**src/rtl/hazard_pkg.sv**
```systemverilog
// Shared types and defaults for the pipeline hazard controller.
// State encoding is fixed so waveforms and debug probes stay stable.
package hazard_pkg;
   typedef enum logic [1:0] {
      RUN      = 2'd0,
      MEM_WAIT = 2'd1,
      ERR      = 2'd2
   } state_t;

   localparam int REG_ADDR_W      = 5;
   localparam int MEM_TIMEOUT_DEF = 15;
   localparam int CNT_W_DEF       = 16;
endpackage

```
**src/rtl/hazard_ctrl_if.sv**
```systemverilog
// Pipeline-side bundle of the hazard controller: hazard sources in,
// stage enables / flushes / status out.
interface hazard_ctrl_if #(
   parameter int REG_ADDR_W = hazard_pkg::REG_ADDR_W,
   parameter int CNT_W      = hazard_pkg::CNT_W_DEF
);
   logic [REG_ADDR_W-1:0] if_id_rs;
   logic [REG_ADDR_W-1:0] if_id_rt;
   logic                  id_ex_memread;
   logic [REG_ADDR_W-1:0] id_ex_rt;
   logic                  ex_mem_branch;
   logic                  ex_mem_zero;
   logic                  mem_req;
   logic                  mem_ready;
   logic                  pc_we;
   logic                  if_id_we;
   logic                  id_ex_we;
   logic                  ex_mem_we;
   logic                  mem_wb_we;
   logic                  if_id_flush;
   logic                  id_ex_flush;
   logic                  ex_mem_flush;
   logic                  branch_taken;
   logic                  err;
   logic [CNT_W-1:0]      stall_cnt;
   logic [CNT_W-1:0]      flush_cnt;

   modport master (
      output if_id_rs, if_id_rt, id_ex_memread, id_ex_rt,
             ex_mem_branch, ex_mem_zero, mem_req, mem_ready,
      input  pc_we, if_id_we, id_ex_we, ex_mem_we, mem_wb_we,
             if_id_flush, id_ex_flush, ex_mem_flush, branch_taken,
             err, stall_cnt, flush_cnt
   );

   modport slave (
      input  if_id_rs, if_id_rt, id_ex_memread, id_ex_rt,
             ex_mem_branch, ex_mem_zero, mem_req, mem_ready,
      output pc_we, if_id_we, id_ex_we, ex_mem_we, mem_wb_we,
             if_id_flush, id_ex_flush, ex_mem_flush, branch_taken,
             err, stall_cnt, flush_cnt
   );
endinterface

```
**src/rtl/sat_counter.sv**
```systemverilog
// Up-counter that sticks at all-ones instead of wrapping.
module sat_counter #(
   parameter int W = 16
) (
   input  logic         clk,
   input  logic         reset,
   input  logic         inc,
   output logic [W-1:0] q
);
   logic [W-1:0] r_q;

   always_ff @(posedge clk) begin
      if (!reset) begin
         r_q <= '0;
      end else if (inc && (r_q != '1)) begin
         r_q <= r_q + W'(1);
      end
   end

   assign q = r_q;
endmodule

```
**src/rtl/hazard_ctrl.sv**
```systemverilog
// Sequencing controller for the 5-stage core: load-use bubbles, taken-branch
// squash, memory-wait freeze with a bounded-wait trap, and stall/flush counters.
module hazard_ctrl
   import hazard_pkg::*;
#(
   parameter int MEM_TIMEOUT = MEM_TIMEOUT_DEF,
   parameter int CNT_W       = CNT_W_DEF
) (
   input logic         clk,
   input logic         reset,
   hazard_ctrl_if.slave bus
);
   localparam int WAIT_W = $clog2(MEM_TIMEOUT + 1);

   state_t            r_state;
   state_t            w_state_next;
   logic [WAIT_W-1:0] r_wait_cnt;
   logic [WAIT_W-1:0] w_wait_next;
   logic              r_err;
   logic              w_freeze;
   logic              w_take;
   logic              w_lu;
   logic              w_stall_inc;

   always_comb begin
      w_freeze = ((r_state == RUN) && bus.mem_req && !bus.mem_ready) ||
                 ((r_state == MEM_WAIT) && !bus.mem_ready) ||
                 (r_state == ERR);
      w_take   = !w_freeze && bus.ex_mem_branch && bus.ex_mem_zero;
      // A load into $0 never produces a value, so it cannot cause a hazard
      w_lu     = !w_freeze && !w_take && bus.id_ex_memread &&
                 (bus.id_ex_rt != '0) &&
                 ((bus.id_ex_rt == bus.if_id_rs) || (bus.id_ex_rt == bus.if_id_rt));
      w_stall_inc = (w_freeze || w_lu) && (r_state != ERR);
   end

   always_ff @(posedge clk) begin
      if (!reset) begin
         r_state    <= RUN;
         r_wait_cnt <= '0;
         r_err      <= 1'b0;
      end else begin
         r_state    <= w_state_next;
         r_wait_cnt <= w_wait_next;
         if (r_state == ERR) begin
            r_err <= 1'b1;
         end
      end
   end

   always_comb begin
      w_state_next = r_state;
      w_wait_next  = r_wait_cnt;
      case (r_state)
         RUN: begin
            if (bus.mem_req && !bus.mem_ready) begin
               w_state_next = MEM_WAIT;
               w_wait_next  = WAIT_W'(1);
            end
         end
         MEM_WAIT: begin
            if (bus.mem_ready) begin
               w_state_next = RUN;
               w_wait_next  = '0;
            end else if (r_wait_cnt == WAIT_W'(MEM_TIMEOUT)) begin
               w_state_next = ERR;
            end else begin
               w_wait_next = r_wait_cnt + WAIT_W'(1);
            end
         end
         ERR:     w_state_next = ERR;
         default: w_state_next = RUN;
      endcase
   end

   always_comb begin
      bus.pc_we        = 1'b1;
      bus.if_id_we     = 1'b1;
      bus.id_ex_we     = 1'b1;
      bus.ex_mem_we    = 1'b1;
      bus.mem_wb_we    = 1'b1;
      bus.if_id_flush  = 1'b0;
      bus.id_ex_flush  = 1'b0;
      bus.ex_mem_flush = 1'b0;
      bus.branch_taken = 1'b0;
      if (!reset) begin
         // Bubbles into every stage while held in reset
         bus.pc_we        = 1'b0;
         bus.if_id_we     = 1'b0;
         bus.id_ex_we     = 1'b0;
         bus.ex_mem_we    = 1'b0;
         bus.mem_wb_we    = 1'b0;
         bus.if_id_flush  = 1'b1;
         bus.id_ex_flush  = 1'b1;
         bus.ex_mem_flush = 1'b1;
      end else if (w_freeze) begin
         bus.pc_we     = 1'b0;
         bus.if_id_we  = 1'b0;
         bus.id_ex_we  = 1'b0;
         bus.ex_mem_we = 1'b0;
         bus.mem_wb_we = 1'b0;
      end else if (w_take) begin
         bus.branch_taken = 1'b1;
         bus.if_id_flush  = 1'b1;
         bus.id_ex_flush  = 1'b1;
         bus.ex_mem_flush = 1'b1;
      end else if (w_lu) begin
         bus.pc_we       = 1'b0;
         bus.if_id_we    = 1'b0;
         bus.id_ex_flush = 1'b1;
      end
   end

   assign bus.err = r_err;

   sat_counter #(.W(CNT_W)) u_stall_cnt (
      .clk   (clk),
      .reset (reset),
      .inc   (w_stall_inc),
      .q     (bus.stall_cnt)
   );

   sat_counter #(.W(CNT_W)) u_flush_cnt (
      .clk   (clk),
      .reset (reset),
      .inc   (w_take),
      .q     (bus.flush_cnt)
   );
endmodule

```
**src/flat_wrapper.sv**
```systemverilog
// flat-port wrapper written by rule: the top's interface ports become plain ports
module hazard_ctrl_flat import hazard_pkg::*;
#(
   parameter int MEM_TIMEOUT = MEM_TIMEOUT_DEF,
   parameter int CNT_W       = CNT_W_DEF
)
  (clk, reset, bus_if_id_rs, bus_if_id_rt, bus_id_ex_memread, bus_id_ex_rt, bus_ex_mem_branch, bus_ex_mem_zero, bus_mem_req, bus_mem_ready, bus_pc_we, bus_if_id_we, bus_id_ex_we, bus_ex_mem_we, bus_mem_wb_we, bus_if_id_flush, bus_id_ex_flush, bus_ex_mem_flush, bus_branch_taken, bus_err, bus_stall_cnt, bus_flush_cnt);
  hazard_ctrl_if #(.REG_ADDR_W(5), .CNT_W(CNT_W)) bus_i ();
  input logic clk;
  input logic reset;
  input wire logic [$bits(bus_i.if_id_rs)-1:0] bus_if_id_rs;
  input wire logic [$bits(bus_i.if_id_rt)-1:0] bus_if_id_rt;
  input wire logic [$bits(bus_i.id_ex_memread)-1:0] bus_id_ex_memread;
  input wire logic [$bits(bus_i.id_ex_rt)-1:0] bus_id_ex_rt;
  input wire logic [$bits(bus_i.ex_mem_branch)-1:0] bus_ex_mem_branch;
  input wire logic [$bits(bus_i.ex_mem_zero)-1:0] bus_ex_mem_zero;
  input wire logic [$bits(bus_i.mem_req)-1:0] bus_mem_req;
  input wire logic [$bits(bus_i.mem_ready)-1:0] bus_mem_ready;
  output wire logic [$bits(bus_i.pc_we)-1:0] bus_pc_we;
  output wire logic [$bits(bus_i.if_id_we)-1:0] bus_if_id_we;
  output wire logic [$bits(bus_i.id_ex_we)-1:0] bus_id_ex_we;
  output wire logic [$bits(bus_i.ex_mem_we)-1:0] bus_ex_mem_we;
  output wire logic [$bits(bus_i.mem_wb_we)-1:0] bus_mem_wb_we;
  output wire logic [$bits(bus_i.if_id_flush)-1:0] bus_if_id_flush;
  output wire logic [$bits(bus_i.id_ex_flush)-1:0] bus_id_ex_flush;
  output wire logic [$bits(bus_i.ex_mem_flush)-1:0] bus_ex_mem_flush;
  output wire logic [$bits(bus_i.branch_taken)-1:0] bus_branch_taken;
  output wire logic [$bits(bus_i.err)-1:0] bus_err;
  output wire logic [$bits(bus_i.stall_cnt)-1:0] bus_stall_cnt;
  output wire logic [$bits(bus_i.flush_cnt)-1:0] bus_flush_cnt;
  assign bus_i.if_id_rs = bus_if_id_rs;
  assign bus_i.if_id_rt = bus_if_id_rt;
  assign bus_i.id_ex_memread = bus_id_ex_memread;
  assign bus_i.id_ex_rt = bus_id_ex_rt;
  assign bus_i.ex_mem_branch = bus_ex_mem_branch;
  assign bus_i.ex_mem_zero = bus_ex_mem_zero;
  assign bus_i.mem_req = bus_mem_req;
  assign bus_i.mem_ready = bus_mem_ready;
  assign bus_pc_we = bus_i.pc_we;
  assign bus_if_id_we = bus_i.if_id_we;
  assign bus_id_ex_we = bus_i.id_ex_we;
  assign bus_ex_mem_we = bus_i.ex_mem_we;
  assign bus_mem_wb_we = bus_i.mem_wb_we;
  assign bus_if_id_flush = bus_i.if_id_flush;
  assign bus_id_ex_flush = bus_i.id_ex_flush;
  assign bus_ex_mem_flush = bus_i.ex_mem_flush;
  assign bus_branch_taken = bus_i.branch_taken;
  assign bus_err = bus_i.err;
  assign bus_stall_cnt = bus_i.stall_cnt;
  assign bus_flush_cnt = bus_i.flush_cnt;
  hazard_ctrl #(.MEM_TIMEOUT(MEM_TIMEOUT), .CNT_W(CNT_W)) u_core (.clk(clk), .reset(reset), .bus(bus_i));
endmodule
```
**config.mk**
```make
export PLATFORM = sky130hd
export DESIGN_NAME = hazard_ctrl_flat
export DESIGN_NICKNAME = d
export VERILOG_FILES = /design/src/rtl/hazard_pkg.sv /design/src/rtl/hazard_ctrl_if.sv /design/src/rtl/sat_counter.sv /design/src/rtl/hazard_ctrl.sv /design/src/flat_wrapper.sv
export SDC_FILE = /design/constraint.sdc
export NUM_CORES = 1
export LEC_CHECK = 0
export ABC_AREA = 1
export BUFFER_PORTS_ARGS = -buffer_cell sky130_fd_sc_hd__buf_2
export CELL_PAD_IN_SITES_DETAIL_PLACEMENT = 2
export CELL_PAD_IN_SITES_GLOBAL_PLACEMENT = 2
export CORE_MARGIN = 2
export CORE_UTILIZATION = 31
export CTS_BUF_LIST = sky130_fd_sc_hd__clkbuf_4
export CTS_CLUSTER_DIAMETER = 30
export DETAILED_ROUTE_END_ITERATION = 10
export GPL_TIMING_DRIVEN = 0
export MAX_ROUTING_LAYER = met4
export PLACE_DENSITY = 0.84
export SLEW_MARGIN = 10
export SYNTH_ARGS = -nofsm -noshare
export SYNTH_HDL_FRONTEND = slang
export SYNTH_HIERARCHICAL = 1
export SYNTH_SLANG_ARGS = --single-unit
```
**constraint.sdc**
```tcl
create_clock -name clk -period 5.1 [get_ports clk]
set_input_delay 0.51 -clock clk [delete_from_list [all_inputs] [get_ports clk]]
set_output_delay 0.51 -clock clk [all_outputs]
set_load 0.01 [all_outputs]
```
==> reports/qor.yml, run 1 <==
outcome: "finished clean"
synth_cell_types: 24
peak_fanout_along_the_critical_path: 4
cts_buffers: 5
timing.reg2reg.setup_slack_ps: 2970
fillCellCount: 1079
reg2regPathDepth: 13
relative_slew_margins_pct: 74.3
ys_top_cells_by_area: "sky130_fd_sc_hd__dfxtp_1 30%, sky130_fd_sc_hd__nand2_1 17%, sky130_fd_sc_hd__nor2_1 13%, sky130_fd_sc_hd__nand3_1 5.9%, sky130_fd_sc_hd__inv_1 5.4%"
critical_path.startpoint_type: "flop"
gp_congestion: 0.786
remaining_drc_errors: 0
muxShareOfSynthArea_pct: 0
setup_total_negative_slack_ps: 0
yosys_register_bits: 39
whs_endpoint: "u_core/r_state[0]"
post_synth_and_or_nand_nor_area_fraction_pct: 53.7
yosys.area.top_type_share_pct: 29.7
synth.net_count: 437
power.total_uw: 595
num-nets-final: 507
sequentialPowerShare_pct: 54.1
via_count_of_the_first_global_routing_pass: 3052
worst_hold_slack_ps: 472
route.detailed.wl_per_inst_um: 13.3
post-route-period-util_pct: 44.2
dp_hpwl_mm: 6.49
synth_top_area_cell: "sky130_fd_sc_hd__dfxtp_1"
syn_area_mm2: 0.00263
synth-adder-area-share_pct: 1.43
area_growth_pct: 18.8
timing_worst_slew_pin_value_ps: 381
worst_clock_skew_ps: 10.0
cts.root.buffer_cell: "sky130_fd_sc_hd__clkbuf_4"
postCtsSetupRepairBufs: 0
final_cell_area_mm2: 0.00312
num_antenna_cells: 0
instances_no_fill: 587
grt_usage_pct: 18.8
min-delay-path-class: "in2reg"
die_h_um: 96.1
yosys.area_share.xor_xnor_pct: 1.33
internal-power_uw: 411
yosysWarningCount: 6
final.min_clock_period_ps: 2250
static_leak_nw: 1.56
switching_share_pct: 30.9
hold_buffers: 0
power-per-cell-area_mw_per_mm2: 191
slew_viols_final: 0
drtPass1Iterations: 4
worst_setup_hold_path_clk_slew_ps: 130
rr_endpoint: "u_core/u_stall_cnt/q[13]"
timing.max_cap.violations: 0
post_route_cells_drive_above_1_share_pct: 26.3
rsz0062_at_grt: "no"
r2r-start: "u_core/r_state[0]"
antenna_found_initial: 0
buffer_ports.inserted: 63
drt-total-wl_mm: 7.83
power.combinational.fraction_pct: 19.7
main_combinational_cell_family_by_area_after_synthesis: "simple AND/OR/NAND/NOR gates"
core.rowCount: 33
io_pins: 64
timing.fmax_ghz: 0.444
timing_worst_setup_path_type: "reg2out"
cts_repair_resize_count: 0
cts-htree-levels: 2
drt-vias-per-instance: 4.76
postRouteAntennaNets: 0
synth-compound-area-share_pct: 4.14
dp.cells: 580
min_path_cells: 3
synth_seq_area_share_pct: 29.7
p_clk_share_pct: 26.1
switchingPower_uw: 184
fp.dieArea_mm2: 0.00923
maximum_root_to_sink_buffer_count: 2
clkLatencyLatePin_ps: 350
vdd_drop_max_v: 0.0000731
floorplan.initialDensity_pct: 32.0
timing.final.hold_violations: 0
die_w_um: 96.1
crit_path_end_kind: "output pin"
netlist_instances: 412
synthesis.area_per_instance_um2: 6.38
tritoncts: "yes"
wire_length_of_the_first_global_routing_pass_mm: 13.5
dpl_cell_area_mm2: 0.00307
required_ps: 4590
globalRouteOverflowTotal: 0
cts_num_sinks: 39
grt_max_degree: 12
timing.critical_path.arrival_ps: 1740
detailedRoute.firstIterationViolations: 79
final-setup-viol-count: 0
design.core.area_mm2: 0.00822
vias: 2794
hold_wc_startpoint: "bus_mem_req"
[cells in the mapped netlist (all sizes together)]
| cell | number |
|---|---|
| ha | 3 |
| dfxtp | 39 |
| or2 | 2 |
| nor3 | 5 |
| xnor2 | 2 |
| nand4 | 6 |
| nand3 | 31 |
| o21ai | 3 |
| nor2 | 122 |
| and2 | 1 |
| inv | 38 |
| clkbuf | 2 |
| xor2 | 2 |
| buf | 8 |
| nand2 | 130 |
| a21oi | 18 |
[per-layer routing]
layer / routed length [um] / part of all wire, % / track usage (%) / vias to the layer above
met1: 3480 / 44 / 22.1 / 1327
met4: 103 / 1.3 / 3.93 / 0
met2: 4000 / 51 / 33.9 / 53
li1: - / - / - / 1406
met3: 247 / 3.2 / 2.90 / 8
met5: 0 / 0 / - / -
[state kept, by name, summed over array words and instances, names as in the netlist]
register / flops
u_core/bus.err: 1
u_core/u_stall_cnt/q: 16
u_core/u_flush_cnt/q: 16
u_core/r_state: 2
u_core/r_wait_cnt: 4
[through the flow]
| stage | setup WS, ps | util [%] |
|---|---|---|
| after floorplan | 3200 | - |
| after global placement | 2870 | 37.4 |
| after detailed placement | 2770 | 37.4 |
| after CTS | 2820 | 38.0 |
| after global routing | 2620 | 38.0 |
| final | 2850 | 38.0 |
[cell usage in the layout, fill, tap and decap left out]
cell type | synthesis | routed
sky130_fd_sc_hd__xnor2_1 | 2 | 2
sky130_fd_sc_hd__nor3_1 | 5 | 5
sky130_fd_sc_hd__clkinv_2 | 0 | 1
sky130_fd_sc_hd__nand3_1 | 31 | 31
sky130_fd_sc_hd__buf_2 | 0 | 63
sky130_fd_sc_hd__nand4_1 | 4 | 4
sky130_fd_sc_hd__ha_1 | 3 | 3
sky130_fd_sc_hd__nand2_2 | 10 | 10
sky130_fd_sc_hd__nand4_2 | 2 | 2
sky130_fd_sc_hd__buf_12 | 2 | 2
sky130_fd_sc_hd__nor2_1 | 91 | 91
sky130_fd_sc_hd__nor2_2 | 18 | 18
sky130_fd_sc_hd__nand2_4 | 4 | 4
sky130_fd_sc_hd__dfxtp_1 | 39 | 39
sky130_fd_sc_hd__clkbuf_8 | 2 | 2
sky130_fd_sc_hd__and2_1 | 1 | 1
sky130_fd_sc_hd__o21ai_2 | 1 | 1
sky130_fd_sc_hd__nor2_8 | 2 | 2
sky130_fd_sc_hd__xor2_1 | 2 | 2
sky130_fd_sc_hd__o21ai_0 | 2 | 2
sky130_fd_sc_hd__a21oi_1 | 18 | 18
sky130_fd_sc_hd__or2_0 | 2 | 2
sky130_fd_sc_hd__clkinv_1 | 0 | 1
sky130_fd_sc_hd__nor2_4 | 11 | 11
sky130_fd_sc_hd__buf_4 | 6 | 6
sky130_fd_sc_hd__nand2_1 | 116 | 116
sky130_fd_sc_hd__inv_1 | 38 | 38
sky130_fd_sc_hd__clkbuf_4 | 0 | 5
[power by group through the flow]
stage	Sequential, mW	Clock [mW]	Combinational [mW]
floorplan	0.329	0	0.0765
global placement	0.329	0	0.113
detailed placement	0.329	0	0.120
CTS	0.322	0.169	0.120
global route	0.324	0.181	0.135
finish	0.322	0.156	0.117
[cell type report]
cell class / instances / area [um2] / area share (%)
Tap cell: 105 / 131 / 4.21
Timing Repair Buffer: 63 / 315 / 10.1
Buffer: 10 / 113 / 3.61
Clock inverter: 2 / 8.76 / 0.281
Sequential cell: 39 / 781 / 25.0
Clock buffer: 5 / 37.5 / 1.20
Inverter: 38 / 143 / 4.57
Multi-Input combinational cell: 325 / 1590 / 51.0
[kinds of logic after synthesis]
| family | after synthesis |
|---|---|
| and+or+nand+nor | 297 |
| DFF | 39 |
| adders and majority gates | 3 |
| xor gates and xnor gates | 4 |
| AOI/OAI and AO/OA | 21 |
| buffers and inverters | 48 |
[worst max-delay path by stage]
stage,startpoint,to
floorplan,bus_mem_ready,u_core/u_stall_cnt/q[13]
global placement,bus_mem_ready,u_core/u_stall_cnt/q[13]
detailed placement,bus_mem_ready,u_core/u_stall_cnt/q[13]
CTS,u_core/r_state[0],bus_pc_we
global route,u_core/r_state[0],bus_pc_we
finish,u_core/r_state[0],bus_pc_we
[critical path: stages (launching register included)]
cell                      delay, ps
sky130_fd_sc_hd__dfxtp_1        430
sky130_fd_sc_hd__inv_1           90
sky130_fd_sc_hd__o21ai_2        220
sky130_fd_sc_hd__nand2_1         80
sky130_fd_sc_hd__nor2_1          90
sky130_fd_sc_hd__nand2_1         90
sky130_fd_sc_hd__nand2_1         70
sky130_fd_sc_hd__nor2_1          50
sky130_fd_sc_hd__buf_4          130
sky130_fd_sc_hd__buf_2          130
(Power assumes the default switching activity.)
==> inputs of run 2 (changes only) <==
--- a/config.mk
+++ b/config.mk
@@ -5,18 +5,18 @@
 export SDC_FILE = /design/constraint.sdc
 export NUM_CORES = 1
 export LEC_CHECK = 0
-export ABC_AREA = 1
+export ABC_AREA = 0
 export BUFFER_PORTS_ARGS = -buffer_cell sky130_fd_sc_hd__buf_2
 export CELL_PAD_IN_SITES_DETAIL_PLACEMENT = 2
 export CELL_PAD_IN_SITES_GLOBAL_PLACEMENT = 2
 export CORE_MARGIN = 2
-export CORE_UTILIZATION = 31
+export CORE_UTILIZATION = 28
 export CTS_BUF_LIST = sky130_fd_sc_hd__clkbuf_4
 export CTS_CLUSTER_DIAMETER = 30
 export DETAILED_ROUTE_END_ITERATION = 10
 export GPL_TIMING_DRIVEN = 0
 export MAX_ROUTING_LAYER = met4
-export PLACE_DENSITY = 0.84
+export PLACE_DENSITY = 0.75
 export SLEW_MARGIN = 10
 export SYNTH_ARGS = -nofsm -noshare
 export SYNTH_HDL_FRONTEND = slang
==> constraint.sdc (replaced) <==
create_clock -name clk -period 2 [get_ports clk]
set_input_delay 0.2 -clock clk [delete_from_list [all_inputs] [get_ports clk]]
set_output_delay 0.2 -clock clk [all_outputs]
set_load 0.01 [all_outputs]
==> run 2 against run 1 <==
Against the previous run:
- via count shrank 15%
- clock skew increased by 2.0 ps
- worst hold slack got worse by 230 ps
- critical path type is now reg2reg
==> reports/qor.yml, run 2 <==
outcome: "finished clean"
relative_slew_margins_pct: 62.3
critical_path.startpoint_type: "flop"
drt-vias-per-instance: 5.30
vias: 2367
required_ps: 2290
wire_length_of_the_first_global_routing_pass_mm: 12.3
fp.dieArea_mm2: 0.00874
num_antenna_cells: 0
floorplan.initialDensity_pct: 29.0
gp_congestion: 0.782
synthesis.area_per_instance_um2: 8.56
seqCellArea_um2: 786
timing.critical_path.slowest_stage_cell: "sky130_fd_sc_hd__or4_1"
yosysWarningCount: 6
final.min_clock_period_ps: 1880
post-route-period-util_pct: 93.8
rr_endpoint: "u_core/u_stall_cnt/q[3]"
netlist_instances: 262
timing.fmax_ghz: 0.533
r2r-start: "u_core/r_state[0]"
power.total_mw: 1.41
buffer_ports.inserted: 63
vdd_drop_max_v: 0.000205
fillCellCount: 917
min_path_cells: 2
timing.max_cap.violations: 0
static_leak_nw: 1.21
ys_top_cells_by_area: "sky130_fd_sc_hd__dfxtp_1 35%, sky130_fd_sc_hd__xor2_1 4.7%, sky130_fd_sc_hd__a21oi_1 4.5%, sky130_fd_sc_hd__mux2i_1 4.0%, sky130_fd_sc_hd__nand2_1 3.7%"
io_pins: 64
globalRouteOverflowTotal: 0
critPathMaxStageDelay_ps: 500
timing_worst_setup_path_type: "reg2reg"
cell_chain_critical_path: "nand2b_4, o2111ai_1, o21bai_2, buf_4, inv_1, or4_1, a21oi_1"
dpl_cell_area_mm2: 0.00269
remaining_drc_errors: 0
dp.cells: 427
postLayoutSetupSlackWorst_ps: 124
timing.reg2reg.setup_slack_ps: 120
final-setup-viol-count: 0
design.core.area_mm2: 0.00773
cts_buffers: 5
slew_viols_final: 0
tritoncts: "yes"
cts_num_sinks: 39
detailedRoute.firstIterationViolations: 52
route.detailed.wl_per_inst_um: 16.7
timing.critical_path.arrival_ps: 2160
via_count_of_the_first_global_routing_pass: 2443
cts.root.buffer_cell: "sky130_fd_sc_hd__clkbuf_4"
timing_worst_slew_pin_value_ps: 565
synth_cell_types: 43
reg2regPathDepth: 7
core.rowCount: 32
rsz0062_at_grt: "no"
worst_clock_skew_ps: 12.0
antenna_found_initial: 0
drt-total-wl_mm: 7.48
instances_no_fill: 447
worst_setup_hold_path_clk_slew_ps: 120
peak_fanout_along_the_critical_path: 5
synthMostInstantiatedCell: "sky130_fd_sc_hd__dfxtp_1"
post_route_cells_drive_above_1_share_pct: 32.5
power-per-cell-area_mw_per_mm2: 487
preCtsSetupSlack_ps: -467
die_w_um: 93.5
asyncSetResetFlopFracSynth_pct: 0
final_cell_area_mm2: 0.00291
yosys_register_bits: 39
drtPass1Iterations: 4
clkLatencyLatePin_ps: 360
min-delay-path-class: "in2reg"
yosys.area.top_type_share_pct: 34.8
cts-htree-levels: 2
synth.top_cells.by_count: "39 x sky130_fd_sc_hd__dfxtp_1, 22 x sky130_fd_sc_hd__nand2_1, 20 x sky130_fd_sc_hd__a21oi_1"
setup_total_negative_slack_ps: 0
hold_buffers: 0
synth_top_area_cell: "sky130_fd_sc_hd__dfxtp_1"
timing.final.hold_violations: 0
synth.net_count: 287
area_of_combinational_cells_with_multiple_inputs_mm2: 0.00143
crit_path_end_kind: "flop"
whs_endpoint: "u_core/r_state[1]"
num-nets-final: 369
synth_enable_flop_cells: 0
grt_max_degree: 22
synth_seq_area_share_pct: 34.8
grt_usage_pct: 17.9
hold_wc_startpoint: "reset"
syn_area_mm2: 0.00224
commonest_non_fill_non_tap_cell_in_the_layout: "sky130_fd_sc_hd__buf_2"
die_h_um: 93.5
layout.cells.most_common_list: "63 x sky130_fd_sc_hd__buf_2, 37 x sky130_fd_sc_hd__dfxtp_1, 20 x sky130_fd_sc_hd__nand2_1, 20 x sky130_fd_sc_hd__a21oi_1, 18 x sky130_fd_sc_hd__buf_4"
postRouteAntennaNets: 0
dp_hpwl_mm: 5.50
ys_dominant_reg_cell: "sky130_fd_sc_hd__dfxtp_1"
maximum_root_to_sink_buffer_count: 2
area_growth_pct: 29.6
-- run 2: where the power goes --
group / switching [mW] / total, mW / internal [mW]
Combinational: 0.0992 / 0.179 / 0.0801
Sequential: 0.0107 / 0.795 / 0.785
Clock: 0.276 / 0.440 / 0.164
Total: 0.386 / 1.41 / 1.03
-- run 2: logic make-up after synthesis --
family | after synthesis | synth area share, %
AO/OA/AOI/OAI | 61 | 17.8
AND/OR/NAND/NOR | 117 | 32.0
flip-flops | 39 | 34.8
buffers and inverters | 19 | 4.19
adder cells (fa/ha/maj) | 3 | 1.67
XOR/XNOR | 14 | 5.47
multiplexers | 9 | 4.02
-- run 2: critical path: cells and delay by family (launching register included) --
family                 cells  cell delay [ps]
buffers and inverters      2              260
AO/OA/AOI/OAI              3              540
flip-flops                 1              390
AND/OR/NAND/NOR            2              630
-- run 2: cell type report --
| type | count | area share [%] |
|---|---|---|
| multi-input combinational | 204 | 49.3 |
| sequential | 39 | 27.0 |
| timing repair buffer | 75 | 14.0 |
| tap | 102 | 4.39 |
| clock buffer | 7 | 1.81 |
| buffer | 8 | 1.81 |
| inverter | 11 | 1.51 |
| clock inverter | 1 | 0.172 |
-- run 2: how the worst max path moves through the flow --
stage | start | endpoint | slack, ps | depth (start not counted)
final | u_core/r_state[0] | u_core/u_stall_cnt/q[3] | 120 | 7
after global routing | u_core/r_state[0] | bus_pc_we | 20 | 6
after CTS | u_core/r_state[0] | u_core/u_flush_cnt/q[6] | 4 | 8
after detailed placement | bus_id_ex_rt[0] | u_core/u_stall_cnt/q[7] | -470 | 8
after global placement | bus_id_ex_rt[2] | u_core/u_stall_cnt/q[9] | -430 | 8
after floorplan | u_core/r_state[0] | u_core/u_stall_cnt/q[7] | 90 | 6
-- run 2: repair_timing --
action                                  CTS  global route
setup buffers                             3             9
gates cloned                              0             0
endpoints found under the setup margin   33            32
pin swaps                                 1             3
resized for setup                         8            10
-- run 2: routing by layer --
metal | routed length, um | share of wire, % | track usage (%)
met1 | 3400 | 45 | 22.3
met2 | 3810 | 51 | 30.3
met3 | 210 | 2.8 | 3.06
met4 | 63 | 0.84 | 4.04
met5 | 0 | 0 | -
-- run 2: metrics by stage --
step	util, %	hold WS [ps]
6_report	37.6	243
5_1_grt	37.6	267
4_1_cts	36.2	238
3_5_place_dp	34.7	465
3_3_place_gp	34.7	449
2_1_floorplan	-	318
==> inputs of run 3 (changes only) <==
--- a/config.mk
+++ b/config.mk
@@ -9,6 +9,7 @@
 export BUFFER_PORTS_ARGS = -buffer_cell sky130_fd_sc_hd__buf_2
 export CELL_PAD_IN_SITES_DETAIL_PLACEMENT = 2
 export CELL_PAD_IN_SITES_GLOBAL_PLACEMENT = 2
+export CORE_ASPECT_RATIO = 1.75
 export CORE_MARGIN = 2
 export CORE_UTILIZATION = 28
 export CTS_BUF_LIST = sky130_fd_sc_hd__clkbuf_4
@@ -17,7 +18,7 @@
 export GPL_TIMING_DRIVEN = 0
 export MAX_ROUTING_LAYER = met4
 export PLACE_DENSITY = 0.75
-export SLEW_MARGIN = 10
+export SLEW_MARGIN = 25
 export SYNTH_ARGS = -nofsm -noshare
 export SYNTH_HDL_FRONTEND = slang
 export SYNTH_HIERARCHICAL = 1
==> run 3 against run 2 <==
Against the previous run:
- setup slack got worse by 34 ps
- utilization fell by 0.45 points
- register-to-register slack got worse by 30 ps
- critical path type unchanged
- count of clock-buffer cells in the layout fell by 2
- global-route usage rose by 0.48 points
- critical endpoint is now u_core/u_flush_cnt/q[6]
- highest routed layer unchanged
- largest cell class unchanged
- sequential share of layout area fell by 0.12 points
- cell area rose by 0.43%
==> reports/qor.yml, run 3 (same netlist as run 2, synthesis figures left out) <==
outcome: "finished clean"
cts-htree-levels: 2
route.detailed.wl_per_inst_um: 17.1
fp.dieArea_mm2: 0.00877
cts_num_sinks: 39
power.total_mw: 1.39
detailedRoute.firstIterationViolations: 64
drtPass1Iterations: 4
final.min_clock_period_ps: 1910
timing.final.hold_violations: 0
gp_congestion: 0.779
cell_chain_critical_path: "nand2b_4, o31a_1, nand3_2, inv_4, and4_2, o41ai_2, or3_1, a21oi_1"
area_of_combinational_cells_with_multiple_inputs_mm2: 0.00147
slew_viols_final: 0
postRouteAntennaNets: 0
final-setup-viol-count: 0
maximum_root_to_sink_buffer_count: 2
relative_slew_margins_pct: 61.3
design.core.area_mm2: 0.00786
buffer_ports.inserted: 63
tritoncts: "yes"
io_pins: 64
floorplan.initialDensity_pct: 28.5
fillCellCount: 923
timing.critical_path.slowest_stage_cell: "sky130_fd_sc_hd__dfxtp_4"
worst_clock_skew_ps: 10.9
dp_hpwl_mm: 5.70
timing_worst_slew_pin_value_ps: 573
power-per-cell-area_mw_per_mm2: 476
commonest_non_fill_non_tap_cell_in_the_layout: "sky130_fd_sc_hd__buf_2"
num-nets-final: 368
vias: 2377
core.rowCount: 43
grt_usage_pct: 18.4
timing.fmax_ghz: 0.524
critPathMaxStageDelay_ps: 390
post-route-period-util_pct: 95.5
critical_path.startpoint_type: "flop"
drt-vias-per-instance: 5.48
static_leak_nw: 1.19
timing.critical_path.arrival_ps: 2220
dpl_cell_area_mm2: 0.00267
grt_max_degree: 22
drt-total-wl_mm: 7.43
dp.cells: 415
remaining_drc_errors: 0
crit_path_end_kind: "flop"
die_h_um: 122
rsz0062_at_grt: "yes"
die_w_um: 71.6
instances_no_fill: 434
layout.cells.most_common_list: "63 x sky130_fd_sc_hd__buf_2, 37 x sky130_fd_sc_hd__dfxtp_1, 20 x sky130_fd_sc_hd__nand2_1, 20 x sky130_fd_sc_hd__a21oi_1, 16 x sky130_fd_sc_hd__buf_4"
peak_fanout_along_the_critical_path: 7
final_cell_area_mm2: 0.00292
required_ps: 2310
post_route_cells_drive_above_1_share_pct: 33.2
clkLatencyLatePin_ps: 370
min-delay-path-class: "in2reg"
critical_path_buf_inv_count: 1
worst_setup_hold_path_clk_slew_ps: 130
seqCellArea_um2: 786
area_growth_pct: 30.1
cts.root.buffer_cell: "sky130_fd_sc_hd__clkbuf_4"
globalRouteOverflowTotal: 0
timing.max_cap.violations: 0
cts_buffers: 5
wire_length_of_the_first_global_routing_pass_mm: 12.2
vdd_drop_max_v: 0.000324
via_count_of_the_first_global_routing_pass: 2495
antenna_found_initial: 1
timing_worst_setup_path_type: "reg2reg"
critical-path-top-delay-family: "simple AND/OR/NAND/NOR gates"
-- run 3: final cells by class --
class / count / area share [%]
multi-input cells: 204 / 50.5
flip-flops and latches: 39 / 26.9
repair buffers: 74 / 13.8
well taps: 90 / 3.86
plain buffers: 8 / 1.80
inverters: 11 / 1.50
clock buffers: 5 / 1.29
clock inverters: 2 / 0.300
diodes: 1 / 0.0858
-- run 3: repair_timing --
| action | CTS | global route |
|---|---|---|
| hold buffers | 0 | 0 |
| buffers inserted | 5 | 6 |
| setup endpoints to repair | 34 | 30 |
| pin swaps | 1 | 6 |
| gates resized for setup | 11 | 15 |
-- run 3: worst reg2reg max path, stage by stage (launching register included) --
cell and delay [ps]:
sky130_fd_sc_hd__dfxtp_4 390, sky130_fd_sc_hd__nand2b_4 150, sky130_fd_sc_hd__o31a_1 170, sky130_fd_sc_hd__nand3_2 120
sky130_fd_sc_hd__inv_4 120, sky130_fd_sc_hd__and4_2 290, sky130_fd_sc_hd__o41ai_2 130, sky130_fd_sc_hd__or3_1 340
sky130_fd_sc_hd__a21oi_1 150
-- run 3: stage by stage --
step	setup WS [ps]	hold slack, ps	utilization [%]	setup TNS (ps)
after floorplan	88.1	318	-	0
after global placement	-436	456	34.0	-5170
after detailed placement	-469	470	34.0	-6600
after CTS	2.77	234	35.6	0
after global routing	-8.36	256	37.1	-15.8
final	90.2	253	37.1	0
-- run 3: power by group --
group / leakage (nW) / switching, mW / internal, mW
Combinational: 0.841 / 0.101 / 0.0871
Clock: 0.0285 / 0.281 / 0.125
Sequential: 0.316 / 0.0112 / 0.785
-- run 3: per-layer routing --
| layer | track usage [%] | up-vias | wire [um] |
|---|---|---|---|
| met5 | - | - | 0 |
| met3 | 2.79 | 9 | 170 |
| met2 | 38.3 | 27 | 4710 |
| li1 | - | 1148 | - |
| met4 | 6.49 | 0 | 100 |
| met1 | 15.6 | 1193 | 2450 |
-- run 3: worst paths after layout --
path | from | to | slack [ps] | cells after the start
worst max-delay path | u_core/r_state[0] | u_core/u_flush_cnt/q[6] | 90 | 8
worst min register to register | u_core/bus.err | u_core/bus.err | 480 | 1
worst min-delay path | reset | u_core/u_stall_cnt/q[10] | 250 | 2
worst max register to register | u_core/r_state[0] | u_core/u_flush_cnt/q[6] | 90 | 8
